==> src/rtl/hazard_pkg.sv <==
// Shared constants for the hazard unit: bypass selects and performance counter width.
package hazard_pkg;

  localparam logic [1:0] FWD_REG     = 2'b00;
  localparam logic [1:0] FWD_RESULTW = 2'b01;
  localparam logic [1:0] FWD_ALUOUTM = 2'b10;

  localparam int PERF_CNT_W = 32;

  // M-stage result is newer than W-stage, so it takes priority.
  function automatic logic [1:0] fwd_sel(input logic hit_m, input logic hit_w);
    if (hit_m)      return FWD_ALUOUTM;
    else if (hit_w) return FWD_RESULTW;
    else            return FWD_REG;
  endfunction

endpackage

==> src/rtl/hazard_unit_sat_counter.sv <==
// Saturating up-counter used for the hazard performance counters.
module sat_counter #(
  parameter int width = 32
) (
  input  logic             clk,
  input  logic             reset,
  input  logic             inc,
  output logic [width-1:0] count
);

  always_ff @(posedge clk or posedge reset) begin
    if (reset)
      count <= '0;
    else if (inc && (count != '1))
      count <= count + 1'b1;
  end

endmodule

==> src/rtl/hazard_unit.sv <==
// Pipeline hazard unit: forwarding, load-use stall, PC-write stall/flush tracking.
// Optional stall/flush performance counters are built when HAZARD_PERF_EN is defined.
module hazard_unit
  import hazard_pkg::*;
(
  input  logic                  clk,
  input  logic                  reset,
  input  logic                  Match_1E_M,
  input  logic                  Match_1E_W,
  input  logic                  Match_2E_M,
  input  logic                  Match_2E_W,
  input  logic                  Match_12D_E,
  input  logic                  RegWriteM,
  input  logic                  RegWriteW,
  input  logic                  MemtoRegE,
  input  logic                  PCSrcD,
  input  logic                  PCSrcE,
  input  logic                  BranchTakenE,
  output logic [1:0]            ForwardAE,
  output logic [1:0]            ForwardBE,
  output logic                  StallF,
  output logic                  StallD,
  output logic                  FlushD,
  output logic                  FlushE,
  output logic [PERF_CNT_W-1:0] StallCount,
  output logic [PERF_CNT_W-1:0] FlushCount
);

  logic ldr_stall;
  logic pc_wr_pending_f;
  logic pend_e, pend_m, pend_w;

  always_comb begin
    ForwardAE = fwd_sel(Match_1E_M & RegWriteM, Match_1E_W & RegWriteW);
    ForwardBE = fwd_sel(Match_2E_M & RegWriteM, Match_2E_W & RegWriteW);
  end

  // A taken branch squashes the load in E, so the load-use stall is moot.
  assign ldr_stall       = Match_12D_E & MemtoRegE & ~BranchTakenE;
  assign pc_wr_pending_f = PCSrcD | pend_e | pend_m;

  assign StallF = ldr_stall | pc_wr_pending_f;
  assign StallD = ldr_stall;
  assign FlushD = pc_wr_pending_f | pend_w | BranchTakenE;
  assign FlushE = ldr_stall | BranchTakenE;

  always_ff @(posedge clk or posedge reset) begin
    if (reset) begin
      pend_e <= 1'b0;
      pend_m <= 1'b0;
      pend_w <= 1'b0;
    end else begin
      pend_e <= PCSrcD & ~FlushE;
      pend_m <= PCSrcE;
      pend_w <= pend_m;
    end
  end

`ifdef HAZARD_PERF_EN
  sat_counter #(.width(PERF_CNT_W)) u_stall_cnt (
    .clk   (clk),
    .reset (reset),
    .inc   (StallD | StallF),
    .count (StallCount)
  );

  sat_counter #(.width(PERF_CNT_W)) u_flush_cnt (
    .clk   (clk),
    .reset (reset),
    .inc   (FlushD | FlushE),
    .count (FlushCount)
  );
`else
  assign StallCount = '0;
  assign FlushCount = '0;
`endif

endmodule

==> config.mk <==
export PLATFORM = sky130hd
export DESIGN_NAME = hazard_unit
export DESIGN_NICKNAME = d
export VERILOG_FILES = /design/src/rtl/hazard_pkg.sv /design/src/rtl/hazard_unit_sat_counter.sv /design/src/rtl/hazard_unit.sv
export SDC_FILE = /design/constraint.sdc
export NUM_CORES = 1
export LEC_CHECK = 0
export ABC_AREA = 1
export BUFFER_PORTS_ARGS = -buffer_cell sky130_fd_sc_hd__buf_2
export CORE_UTILIZATION = 31
export CTS_BUF_LIST = sky130_fd_sc_hd__clkbuf_16
export DETAILED_ROUTE_END_ITERATION = 12
export GPL_TIMING_DRIVEN = 0
export PLACE_DENSITY = 0.79
export SLEW_MARGIN = 20
export SYNTH_ARGS = -nofsm -noshare
export SYNTH_HDL_FRONTEND = slang
export SYNTH_HIERARCHICAL = 1
export SYNTH_SLANG_ARGS = --single-unit
==> constraint.sdc <==
create_clock -name clk -period 0.8 [get_ports clk]
set_input_delay 0.12 -clock clk [delete_from_list [all_inputs] [get_ports clk]]
set_output_delay 0.12 -clock clk [all_outputs]
set_load 0.01 [all_outputs]
==> out/summary.txt <==
placed insts: 198
DRT Pass-1 Iters: 4
area occupied by multi-input gates: 309 µm²
area of the die: 2280 µm²
CP Class: reg2out
Hold WC Path Type: in2reg
antenna violations before repair: 0
post-synthesis cell type count: 11
fin area: 1130 µm²
initial core utilization: 33.0%
PD cells: 1270 nW/µm²
row cnt: 16
clock sinks: 3
# DRC: 0
hold_ws: 172 ps
Post-DP Area: 1020 µm²
CTS tree: yes
CTS max path bufs: 2
dpl ws: -24.1 ps
EDFF count, synth: 0
Tcrit/Tclk final: 129%
Die Y: 47.7 µm
CTS clk-pin slew, worst paths: 30 ps
antenna diode count: 0
FILL cells: 189
Slew Limit Fails: 0
TritonCTS buffer count: 3
Mean Syn Cell Area: 7.37 µm²
post-route ant nets: 0
PnR worst setup slack: -232 ps
setup violators final: 2
largest cells by area after synthesis: buf_4 74%, dfrtp_1 12%, inv_1 2.9%
maxcap violations: 0
Area Overhead vs Synth: 73.9%
failing checks: setup timing
CP endpoint kind: output port
FF+latch count, synth: 3
post-synth top area cell: buf_4
critical path arrival: 910 ps
first-pass GRT wire length: 1210 µm
layout cells sized above 1: 52.2%
Routed WL: 1050 µm
Layout Skew: 0.205 ps
# port buffers: 20
vias in the first global route: 305
mapped cell area: 648 µm²
Register Area: 75.1 µm²
DIE WIDTH: 47.7 µm
post-detailed-placement half-perimeter wirelength: 948 µm
setup TNS: -463 ps
RSZ-0062 raised after global routing: true
Pwr Total: 1.44 mW
ys async rst share: 100%
Final min period: 1030 ps
Ys Warns: 6
critical path startpoint category: flop
outcome: finished, violations left
Overflow after GRT: 0
reg2reg setup slack: 180 ps
Worst-Skew Late Latency: 220 ps
Max Freq: 0.969 GHz
Tot GR Track Use: 8.01%
Synth top area share: 74.1%
Initial DRC Count: 4
most common cell in the netlist: buf_4
# nets final: 192
via count: 570
CORE AREA: 1960 µm²
Vias/cell: 2.78
Layout Utilization: 57.5%
Seq/Total Area, Yosys: 11.6%
Synth Flop Type: dfrtp_1
Hold Fails Final Rpt: 0
non-filler instance count after layout: 205
leakage power: 0.797 nW
IO Pins: 85
Critical Path Fanout Max: 2
wire per inst: 5.14 µm
RePlAce Congestion: 0.711
largest net degree at the start of global routing: 4
Post-Syn Instances: 88
Crit path required time: 680 ps
VDD IR max: 0.00137 V
H-tree depth: 1
CTS Root Cell: clkbuf_16
Synth top cells by count: 64 x buf_4, 5 x inv_1, 5 x nand2_1
-- layer usage --
layer  global-route usage (%)  up-vias  part of all wire, %
li1                         -      311                    -
met1                     6.76      209                   25
met2                     15.4       47                   56
met3                     1.89        3                   16
met4                     6.67        0                  2.6
met5                        0        -                    0
-- report_power, final --
group | internal (mW) | switching (mW)
Clock | 0.645 | 0.142
Sequential | 0.161 | 0.00365
Combinational | 0.256 | 0.229
Total | 1.06 | 0.375
-- layout make-up --
cell class | count | share of cell area (%)
flip-flops and latches | 3 | 6.66
repair buffers | 23 | 11.3
plain buffers | 64 | 42.6
multi-input cells | 78 | 27.4
clock buffers | 3 | 6.66
well taps | 27 | 3.00
clock inverters | 1 | 0.333
inverters | 6 | 2.00
-- cells by family (layout without fill, tap and decap cells) --
group	after synthesis	count (layout)	share of synthesized area [%]
flip-flops	3	3	11.6
buffers and inverters	70	97	77.6
other	1	64	0.579
AND/OR/NAND/NOR	14	14	10.2
-- critical path, stage by stage (launching register included) --
cell and delay [ps]:
dfrtp_1 360, nor2_2 120, nand3_1 70, buf_2 140
-- final timing paths --
kind	cells after the start	endpoint	startpoint
worst max register to register	1	pend_w	pend_m
worst min-delay path	3	pend_e	PCSrcD
worst max-delay path	3	FlushD	pend_e
max in group asynchronous	3	pend_e	reset
worst min register to register	1	pend_w	pend_m
min in group asynchronous	3	pend_m	reset
-- cell usage in the layout, fill, tap and decap left out --
master and n:
nand2_1 5, buf_2 20, buf_4 65, conb_1 64, nand3_2 1, nand2_2 1, nor2_2 2, inv_1 6
nand3_1 2, dlygate4sd3_1 2, dfrtp_1 3, inv_2 1, clkbuf_16 3, nor2_1 3
-- flip-flops by register name, summed over array words and instances, names as in the netlist --
| register | count |
|---|---|
| pend_w | 1 |
| pend_m | 1 |
| pend_e | 1 |
-- repair_timing --
action / 4_1_cts / 5_1_grt
setup buffers: 1 / 0
gates resized for setup: 1 / 0
pin swaps: 2 / 1
endpoints found under the hold margin: 4 / 0
setup endpoints to repair: 2 / 2
hold buffers: 2 / 0
Power figures use the tool's default switching activity.
